===== src/rtl/enemy_pkg.sv =====
// rtl/enemy_pkg.sv - shared fleet state enum and screen position type
package enemy_pkg;

  typedef logic [9:0] pos_t;

  typedef enum logic [2:0] {
    IDLE,
    MOVE_RIGHT,
    MOVE_LEFT,
    CLEARED,
    LANDED
  } fleet_state_e;

endpackage


===== src/rtl/enemy_fleet_counter.sv =====
// rtl/enemy_fleet_counter.sv - frame counter producing one move tick every period frames
module enemy_fleet_counter #(
  parameter int width_p = 8
) (
  input  logic               clk_i,
  input  logic               reset_i,
  input  logic               clear_i,
  input  logic               en_i,
  input  logic [width_p-1:0] period_i,
  output logic               tick_o
);

  logic [width_p-1:0] r_cnt;
  logic [width_p-1:0] r_period;

  // period is latched only at a wrap so a change mid-interval applies to the next one
  assign tick_o = en_i && (r_cnt == (r_period - width_p'(1)));

  always_ff @(posedge clk_i) begin
    if (reset_i || clear_i) begin
      r_cnt    <= '0;
      r_period <= period_i;
    end else if (tick_o) begin
      r_cnt    <= '0;
      r_period <= period_i;
    end else if (en_i) begin
      r_cnt <= r_cnt + width_p'(1);
    end
  end

endmodule


===== src/rtl/enemy_fleet.sv =====
// rtl/enemy_fleet.sv - row of enemy ships that marches, bounces, descends and takes hits
// Define ENEMY_FLEET_SPEEDUP_EN to shorten the move period as ships are destroyed.
module enemy_fleet
  import enemy_pkg::*;
#(
  parameter int num_ships_p       = 8,
  parameter int ship_width_p      = 40,
  parameter int ship_height_p     = 20,
  parameter int spacing_p         = 20,
  parameter int step_x_p          = 10,
  parameter int step_y_p          = 20,
  parameter int left_start_p      = 10,
  parameter int top_start_p       = 40,
  parameter int screen_right_p    = 639,
  parameter int land_line_p       = 440,
  parameter int frames_per_move_p = 30,
  parameter int min_period_p      = 4,
  localparam int idx_w_lp = (num_ships_p > 1) ? $clog2(num_ships_p) : 1,
  localparam int cnt_w_lp = $clog2(num_ships_p + 1)
) (
  input  logic                     clk_i,
  input  logic                     reset_i,
  input  logic                     frame_i,
  input  logic                     start_i,
  input  logic                     hit_v_i,
  input  logic [idx_w_lp-1:0]      hit_idx_i,
  output logic [10*num_ships_p-1:0] ship_left_o,
  output logic [9:0]               top_pos_o,
  output logic [9:0]               bot_pos_o,
  output logic [num_ships_p-1:0]   alive_o,
  output logic [cnt_w_lp-1:0]      alive_cnt_o,
  output logic                     moving_o,
  output logic                     cleared_o,
  output logic                     landed_o
);

  localparam int pitch_lp = ship_width_p + spacing_p;
  localparam logic [num_ships_p-1:0] one_lp = 1;

  fleet_state_e           r_state;
  fleet_state_e           w_next_state;
  pos_t                   r_left;
  pos_t                   r_top;
  logic [num_ships_p-1:0] r_alive;
  logic                   r_moving;
  logic                   r_cleared;
  logic                   r_landed;

  logic [num_ships_p-1:0] w_hit_mask;
  logic [num_ships_p-1:0] w_alive_next;
  logic                   w_hit;
  logic                   w_start;
  logic                   w_tick;
  logic [3:0]             w_hi_idx;
  logic [3:0]             w_lo_idx;
  pos_t                   w_hi_left;
  pos_t                   w_left_edge;
  logic [10:0]            w_right_edge;
  logic                   w_right_ok;
  logic                   w_left_ok;
  pos_t                   w_top_desc;
  logic                   w_land;
  logic [7:0]             w_period;

  function automatic logic [3:0] highest_live(input logic [num_ships_p-1:0] mask);
    highest_live = 4'd0;
    for (int k = 0; k < num_ships_p; k++)
      if (mask[k]) highest_live = 4'(k);
  endfunction

  function automatic logic [3:0] lowest_live(input logic [num_ships_p-1:0] mask);
    lowest_live = 4'd0;
    for (int k = num_ships_p - 1; k >= 0; k--)
      if (mask[k]) lowest_live = 4'(k);
  endfunction

  function automatic logic [cnt_w_lp-1:0] count_live(input logic [num_ships_p-1:0] mask);
    count_live = '0;
    for (int k = 0; k < num_ships_p; k++)
      count_live = count_live + cnt_w_lp'(mask[k]);
  endfunction

  // bounce edges follow the outermost surviving ships, evaluated on the pre-hit mask
  assign w_hi_idx     = highest_live(r_alive);
  assign w_lo_idx     = lowest_live(r_alive);
  assign w_hi_left    = r_left + pos_t'(w_hi_idx * pitch_lp);
  assign w_right_edge = 11'(w_hi_left) + 11'(ship_width_p - 1);
  assign w_right_ok   = (w_right_edge + 11'(step_x_p)) <= 11'(screen_right_p);
  assign w_left_edge  = r_left + pos_t'(w_lo_idx * pitch_lp);
  assign w_left_ok    = w_left_edge >= pos_t'(step_x_p);
  assign w_top_desc   = r_top + pos_t'(step_y_p);
  assign w_land       = (11'(w_top_desc) + 11'(ship_height_p)) >= 11'(land_line_p);

  assign w_hit_mask   = one_lp << hit_idx_i;
  assign w_hit        = r_moving && hit_v_i && (int'(hit_idx_i) < num_ships_p)
                        && (|(r_alive & w_hit_mask));
  assign w_alive_next = w_hit ? (r_alive & ~w_hit_mask) : r_alive;
  assign w_start      = start_i && ((r_state == IDLE) || (r_state == CLEARED) || (r_state == LANDED));

`ifdef ENEMY_FLEET_SPEEDUP_EN
  logic [7:0] w_unused_period;
  assign w_unused_period = 8'(frames_per_move_p);
  assign w_period        = 8'(min_period_p) + 8'(alive_cnt_o);
`else
  logic [7:0] w_unused_period;
  assign w_unused_period = 8'(min_period_p);
  assign w_period        = 8'(frames_per_move_p);
`endif

  enemy_fleet_counter #(.width_p(8)) u_move_counter (
    .clk_i    (clk_i),
    .reset_i  (reset_i),
    .clear_i  (w_start),
    .en_i     (frame_i && r_moving),
    .period_i (w_period),
    .tick_o   (w_tick)
  );

  always_comb begin
    w_next_state = r_state;
    case (r_state)
      IDLE, CLEARED, LANDED: if (start_i) w_next_state = MOVE_RIGHT;
      MOVE_RIGHT: if (w_tick && !w_right_ok) w_next_state = w_land ? LANDED : MOVE_LEFT;
      MOVE_LEFT:  if (w_tick && !w_left_ok) w_next_state = w_land ? LANDED : MOVE_RIGHT;
      default:    w_next_state = IDLE;
    endcase
    if (w_hit && (w_alive_next == '0)) w_next_state = CLEARED;
  end

  always_ff @(posedge clk_i) begin
    if (reset_i) begin
      r_state   <= IDLE;
      r_left    <= pos_t'(left_start_p);
      r_top     <= pos_t'(top_start_p);
      r_alive   <= '1;
      r_moving  <= 1'b0;
      r_cleared <= 1'b0;
      r_landed  <= 1'b0;
    end else begin
      r_state   <= w_next_state;
      r_moving  <= (w_next_state == MOVE_RIGHT) || (w_next_state == MOVE_LEFT);
      r_cleared <= (w_next_state == CLEARED);
      r_landed  <= (w_next_state == LANDED);
      if (w_start) begin
        r_left  <= pos_t'(left_start_p);
        r_top   <= pos_t'(top_start_p);
        r_alive <= '1;
      end else begin
        if (w_hit) r_alive <= w_alive_next;
        if (w_tick) begin
          if (r_state == MOVE_RIGHT) begin
            if (w_right_ok) r_left <= r_left + pos_t'(step_x_p);
            else            r_top  <= w_top_desc;
          end else begin
            if (w_left_ok) r_left <= r_left - pos_t'(step_x_p);
            else           r_top  <= w_top_desc;
          end
        end
      end
    end
  end

  for (genvar k = 0; k < num_ships_p; k++) begin : g_ship
    assign ship_left_o[10*k +: 10] = r_left + pos_t'(k * pitch_lp);
  end

  assign top_pos_o   = r_top;
  assign bot_pos_o   = r_top + pos_t'(ship_height_p - 1);
  assign alive_o     = r_alive;
  assign alive_cnt_o = count_live(r_alive);
  assign moving_o    = r_moving;
  assign cleared_o   = r_cleared;
  assign landed_o    = r_landed;

endmodule


===== config.mk =====
export PLATFORM = sky130hd
export DESIGN_NAME = enemy_fleet
export DESIGN_NICKNAME = d
export VERILOG_FILES = /design/src/rtl/enemy_pkg.sv /design/src/rtl/enemy_fleet_counter.sv /design/src/rtl/enemy_fleet.sv
export SDC_FILE = /design/constraint.sdc
export NUM_CORES = 1
export LEC_CHECK = 0
export BUFFER_PORTS_ARGS = -buffer_cell sky130_fd_sc_hd__clkbuf_2
export CAP_MARGIN = 20
export CORE_MARGIN = 1
export CORE_UTILIZATION = 32
export CTS_CLUSTER_SIZE = 20
export DETAILED_ROUTE_END_ITERATION = 8
export PLACE_DENSITY_LB_ADDON = 0.05
export SYNTH_ARGS = -nofsm -noshare
export SYNTH_HDL_FRONTEND = slang
export SYNTH_SLANG_ARGS = --single-unit

===== constraint.sdc =====
create_clock -name clk_i -period 8.7 [get_ports clk_i]
set_clock_uncertainty 0.15 [all_clocks]
set_input_delay 0.435 -clock clk_i [delete_from_list [all_inputs] [get_ports clk_i]]
set_output_delay 0.435 -clock clk_i [all_outputs]
set_load 0.05 [all_outputs]

==> results.md, run 1 <==
- Status: finished, final reports clean
- Largest net degree at the start of global routing: 30
- # hold bufs at CTS: 0
- Top routing layer used: met4
- Root buffer cell: clkbuf_16
- Wire length on met1: 5.87 mm
- Worst vdd ir: 0.0723 mV
- Post-Syn Instances: 638
- Vias in the first global route: 4183
- Remaining DRCs: 0
- Chip width: 127 um
- CTS Buf Count: 5
- Rel. slew slack: 43.5%
- EDFF count, synth: 0
- Max Freq: 164 MHz
- RR Endpoint: r_left[3]$_SDFFE_PP1P_
- Post-synth cell types: 69
- Critical path type: register to register
- Total number of vias: 4561
- Global placement routability congestion: 0.862
- Area fraction of the dominant cell type after synthesis: 15.5%
- CTS tree: yes
- Vias per cell: 4.89
- Post-CTS resize count: 0
- CP max stage delay: 0.55 ns
- DP HPWL: 9.87 mm
- Commonest cells in the netlist: ha_1, inv_1, xnor2_1
- Clock Tree Buf Depth: 2
- DR WL met2: 5.96 mm
- DIE AREA: 16300 um2
- Total power: 0.446 mW
- Final hold viol count: 0
- Startpoint Class: register
- Metal3 WL: 497 um
- Launch point of the worst path: alive_o[1]$_SDFFE_PP1P_
- Fin crit share: 70.0%
- ANT cells: 0
- Setup Viol. Count Final: 0
- Area growth from synthesis to layout: 14.6%
- R2R Setup Slk: 2.61 ns
- Worst-Margin Slew: 0.848 ns
- Post-synth design cell area: 5040 um2
- Max Slew Vio Count: 0
- Worst skew pair latency: 0.29 ns
- FP Rows: 45
- Post-CTS repair timing setup buffer count: 0
- CP endpoint kind: register
- Total track usage: 15.3%
- Synthesized area per cell: 7.90 um2
- Post-Route WL: 12.5 mm
- NumNets Final: 801
- Routed Antenna Nets: 0
- H-tree depth reported by CTS: 2
- Worst-path maximum fanout: 10
- WP data arrival: 6.08 ns
- Setup Total Neg Slack: 0 ns
- IO Port Bufs: 110
- Routed WL per cell: 13.4 um
- Area contributors post-synth: dfxtp_1, ha_1, xnor2_1
- Synth area leader: dfxtp_1
- Total of max-cap violations: 0
- Fraction of registers with async set/reset: 0%
- GRT overflow: 0
- First-pass GRT wire length: 20.2 mm
- I/O pin cnt: 123
- Synthesis warning total: 0
- Path category of the worst min-delay check: primary input to register
- Initial Utilization: 33.0%
- Pwr/cell area: 77.2 nW/um2
- Critical Path End: r_left[3]$_SDFFE_PP1P_
- Critical Path RT: 8.69 ns
- Die H: 127 um
- Seq/Total Area, Yosys: 15.5%
- Slowest cell on the critical path: o21ai_0
- Cell Chain, Critical Path: a21oi_1 > nor2_1 > nor2_1 > o21ai_0 > fa_1 > ha_1 > fa_1 > a21o_1 > a21oi_1 > xnor2_1 > ha_1 > nor3b_1 > a311oi_1 > o311ai_1 > nand4bb_1 > a311oi_4 > o21a_1 > mux2i_1 > nand2_1
- CTS sink cnt: 39
- Main synth FF type: dfxtp_1
- Clk slew on worst S/H paths: 0.06 ns
- Dominant cell by count in the synthesized netlist: ha_1
- Cells on worst reg2reg path: 19
- Seq cells post-synth: 39
- RSZ-0062 raised after global routing: false
- Share of layout cells above drive strength 1: 19.1%
- TritonRoute pass-1 iters: 4
- CORE AREA: 15300 um2
- Fin crit period: 6.09 ns
- Initial DRC Count: 153
- FF-to-FF Start: alive_o[1]$_SDFFE_PP1P_
- Static leakage: 2.67 nW
- Antenna violations before repair: 0
metal layers:
layer,vias up,GRT usage (%)
met4,0,4.69
li1,2307,-
met5,-,0
met2,112,27.2
met1,2126,19.0
met3,16,2.18
per-stage QoR:
step | instances | cell area (um2) | utilization, % | hold slack [ns] | setup slack (ns)
6_report | 932 | 5780 | 37.9 | 0.261 | 2.61
5_1_grt | 932 | 5780 | 37.9 | 0.266 | 2.13
4_1_cts | 932 | 5780 | 37.9 | 0.252 | 2.52
3_5_place_dp | 924 | 5630 | 36.9 | 0.352 | 2.56
3_3_place_gp | 924 | 5630 | 36.9 | 0.339 | 2.54
2_1_floorplan | 648 | 5080 | - | 0.321 | 2.85
area by class of cell:
cell class | count | area (um2)
clock buffer | 5 | 125
clock inverter | 3 | 25.0
fill | 1596 | 9480
inverter | 58 | 218
multi-input combinational | 500 | 3770
sequential | 39 | 781
tap | 211 | 264
timing repair buffer | 116 | 596
worst min-delay path by stage:
stage	start	endpoint	cells after the start	slack, ns
floorplan	u_move_counter.r_cnt[4]$_SDFFE_PP0P_	u_move_counter.r_cnt[4]$_SDFFE_PP0P_	2	0.32
global placement	u_move_counter.r_cnt[4]$_SDFFE_PP0P_	u_move_counter.r_cnt[4]$_SDFFE_PP0P_	2	0.34
detailed placement	u_move_counter.r_cnt[2]$_SDFFE_PP0P_	u_move_counter.r_cnt[2]$_SDFFE_PP0P_	2	0.35
CTS	frame_i	u_move_counter.r_cnt[1]$_SDFFE_PP0P_	2	0.25
global route	frame_i	u_move_counter.r_cnt[1]$_SDFFE_PP0P_	2	0.27
finish	frame_i	u_move_counter.r_cnt[1]$_SDFFE_PP0P_	2	0.26
power by group:
part | internal [mW] | total (mW) | switching [mW]
clock | 0.107 | 0.188 | 0.0804
sequential | 0.180 | 0.183 | 0.00286
combinational | 0.0228 | 0.0751 | 0.0523
total | 0.310 | 0.446 | 0.136
cells by family (layout without fill, tap and decap cells):
logic type / count (synthesis) / count (layout) / synth area share, %
flops: 39 / 39 / 15.5
compound gates: 121 / 121 / 16.3
fa+ha+maj: 73 / 73 / 20.1
simple gates: 197 / 197 / 20.2
xor+xnor: 84 / 84 / 14.6
other cells: 2 / 12 / 0.149
mux: 13 / 13 / 2.58
buf+inv: 109 / 182 / 10.6
cells in the final DEF, fill, tap and decap left out, types with 3 or more instances in the layout:
cell type  synthesis  layout
nor4_1             5       5
nor4b_1            3       3
nor2b_1            6       6
and2_1             3       3
nand2b_1          13      13
nor3b_1            4       4
mux2i_1           13      13
or2_2              3       3
conb_1             2      12
a21o_1            11      11
o21a_1             5       5
clkbuf_16          0       5
fa_1              13      13
o21ai_0           25      25
nor3_1             8       8
a31oi_1            7       7
buf_4             32       6
ha_1              60      60
clkbuf_2           0     110
dfxtp_1           39      39
o32ai_1            5       5
nand3_1           19      19
a21oi_1           38      37
or2_1              3       3
nand4_1            6       6
nor2_1            51      51
or3_1              5       5
nand2_1           47      47
inv_1             56      56
and3_1             7       7
xnor2_1           56      56
xor2_1            28      28
critical path, delay by kind of cell, from the launching register on:
kind | cells | cell delay (ns)
mux | 1 | 0.24
simple gates | 5 | 0.71
flops | 1 | 0.54
fa+ha+maj | 4 | 1.60
xor+xnor | 1 | 0.14
compound gates | 8 | 2.55
state kept, by name, summed over array words and instances, names as in the netlist:
name	cells
r_left	9
alive_o	8
top_pos_o	8
u_move_counter.r_cnt	8
r_state	3
cleared_o	1
landed_o	1
moving_o	1
(Power assumes the default switching activity.)
==> run 2: changes to the inputs <==
==> constraint.sdc (replaced) <==
create_clock -name clk_i -period 6.03 [get_ports clk_i]
set_clock_uncertainty 0.15 [all_clocks]
set_input_delay 0.3015 -clock clk_i [delete_from_list [all_inputs] [get_ports clk_i]]
set_output_delay 0.3015 -clock clk_i [all_outputs]
set_load 0.05 [all_outputs]
==> results.md, run 2 (synthesis results as in run 1) <==
- Status: finished, final reports clean
- H-tree depth reported by CTS: 2 (unchanged)
- Most frequent cells in the layout: clkbuf_2, ha_1, inv_1, xnor2_1, nor2_1
- Chip width: 127 um (unchanged)
- NumNets Final: 812 (+1.4%)
- GRT overflow: 0 (unchanged)
- Share of layout cells above drive strength 1: 20.9% (+1.8 points)
- Final hold viol count: 0 (unchanged)
- Worst skew pair latency: 0.29 ns (about the same)
- CP endpoint kind: register
- CTS sink cnt: 39 (unchanged)
- CORE AREA: 15300 um2 (unchanged)
- Vias in the first global route: 4300 (+2.8%)
- CTS tree: yes
- Total number of vias: 4534 (-0.59%)
- Largest net degree at the start of global routing: 29 (-3.3%)
- Startpoint Class: register
- Path category of the worst min-delay check: primary input to register
- First-pass GRT wire length: 21.5 mm (+6.4%)
- RSZ-0062 raised after global routing: false
- Max reg flops: 9 (unchanged)
- Vias per cell: 4.81 (-1.8%)
- Max Freq: 175 MHz (+6.5%)
- Fillers: 1603 (+0.44%)
- Total of max-cap violations: 0 (unchanged)
- Critical path type: register to register
- Initial DRC Count: 127 (-17%)
- Antenna violations before repair: 0 (unchanged)
- Clock Tree Buf Depth: 2 (unchanged)
- Global placement routability congestion: 0.828 (-4.0%)
- Total power: 0.637 mW (+43%)
- DIE AREA: 16300 um2 (unchanged)
- Most common cell after layout, fill and taps aside: clkbuf_2
- Routed Antenna Nets: 0 (unchanged)
- Multi-input logic area: 3780 um2 (+0.43%)
- I/O pin cnt: 123 (unchanged)
- Post-Route WL: 13.1 mm (+4.6%)
- DP HPWL: 10.2 mm (+3.5%)
- Fin crit period: 5.72 ns (-0.370 ns)
- Initial Utilization: 33.0% (unchanged)
- TritonRoute pass-1 iters: 4 (unchanged)
- Cells on worst reg2reg path: 21 (+2)
- ANT cells: 0 (unchanged)
- Worst-path maximum fanout: 8 (-2)
- CTS Buf Count: 5 (unchanged)
- Fin crit share: 94.8% (+25 points)
- Max Slew Vio Count: 0 (unchanged)
- Die H: 127 um (unchanged)
- Worst-Margin Slew: 0.850 ns (+0.00212 ns)
- Register area: 783 um2 (+0.32%)
- Clk slew on worst S/H paths: 0.06 ns (about the same)
- Static leakage: 2.73 nW (+2.2%)
- FP Rows: 45 (unchanged)
- Remaining DRCs: 0 (unchanged)
- Setup Viol. Count Final: 0 (unchanged)
- Reg with most FFs: r_left
- WP data arrival: 5.80 ns (-0.28 ns)
- Setup Total Neg Slack: 0 ns (unchanged)
- IO Port Bufs: 110 (unchanged)
- Hold Path Depth: 2 (unchanged)
- Rel. slew slack: 43.3% (-0.14 points)
- Area growth from synthesis to layout: 16.7%
- Worst vdd ir: 0.102 mV (+41%)
- Critical Path RT: 6.11 ns (-2.58 ns)
- Routed WL per cell: 13.9 um (+3.4%)
- Pwr/cell area: 108 nW/um2 (+40%)
- Total track usage: 16.3% (+1.1 points)
- Root buffer cell: clkbuf_16
==> run 2: cell count changes in the layout (fill, tap and decap cells not counted), sizes merged <==
cell and delta:
buf +11, clkinv -1, clkbuf +1
==> run 2: final timing paths <==
path / startpoint / endpoint / slack [ns]
min reg2reg: u_move_counter.r_cnt[4]$_SDFFE_PP0P_ / u_move_counter.r_cnt[4]$_SDFFE_PP0P_ / 0.37
max reg2reg: alive_o[2]$_SDFFE_PP1P_ / top_pos_o[9]$_SDFFE_PP0P_ / 0.31
min: frame_i / u_move_counter.r_cnt[1]$_SDFFE_PP0P_ / 0.13
max: alive_o[2]$_SDFFE_PP1P_ / top_pos_o[9]$_SDFFE_PP0P_ / 0.31
==> run 2: what timing repair did <==
action / in CTS / in global routing
setup buffers: 0 / 2
setup endpoints to repair: 0 / 22
hold buffers: 0 / 0
resized for setup: 0 / 5
==> run 2: worst max-delay path: stages, from the launching register on <==
cell and delay [ns]:
dfxtp_2 0.37, or2_2 0.33, or4_1 0.48, fa_1 0.56, inv_1 0.04, ha_1 0.32, inv_1 0.07, fa_1 0.40
inv_1 0.07, a21o_1 0.10, a21oi_1 0.07, xnor2_1 0.14, ha_1 0.33, nor2b_4 0.16, or3_1 0.32, a221oi_1 0.29
nand4_1 0.21, a2111oi_4 0.31, nor2_2 0.14, or2_1 0.26, or4_1 0.47, nand2_1 0.07
==> run 2: power breakdown <==
group	leakage, nW	internal (mW)	switching (mW)
clock network	0.0669	0.153	0.109
registers	0.314	0.260	0.00396
logic	2.35	0.0336	0.0771
==> run 2: cell type report <==
type	count	share of cell area, %
inverters	58	3.70
well taps	211	4.49
clock buffers	6	2.19
flip-flops and latches	39	13.3
multi-input cells	500	64.3
clock inverters	2	0.213
repair buffers	127	11.7
==> run 2: metrics by stage <==
step | setup WS [ns] | cells | util [%] | area (um2) | hold WS (ns)
2_1_floorplan | 0.178 | 648 | - | 5080 | 0.221
3_3_place_gp | 0.0782 | 933 | 37.4 | 5710 | 0.339
3_5_place_dp | 0.0452 | 933 | 37.4 | 5710 | 0.348
4_1_cts | 0.0145 | 941 | 38.3 | 5850 | 0.129
5_1_grt | 0.00767 | 943 | 38.5 | 5880 | 0.157
6_report | 0.313 | 943 | 38.5 | 5880 | 0.131
==> run 2: routing by layer <==
metal	track usage, %	vias to the layer above	routed length (um)
li1	-	2328	-
met1	21.3	2103	6400
met2	29.3	97	6230
met3	1.42	6	374
met4	3.15	0	99
met5	0	-	0
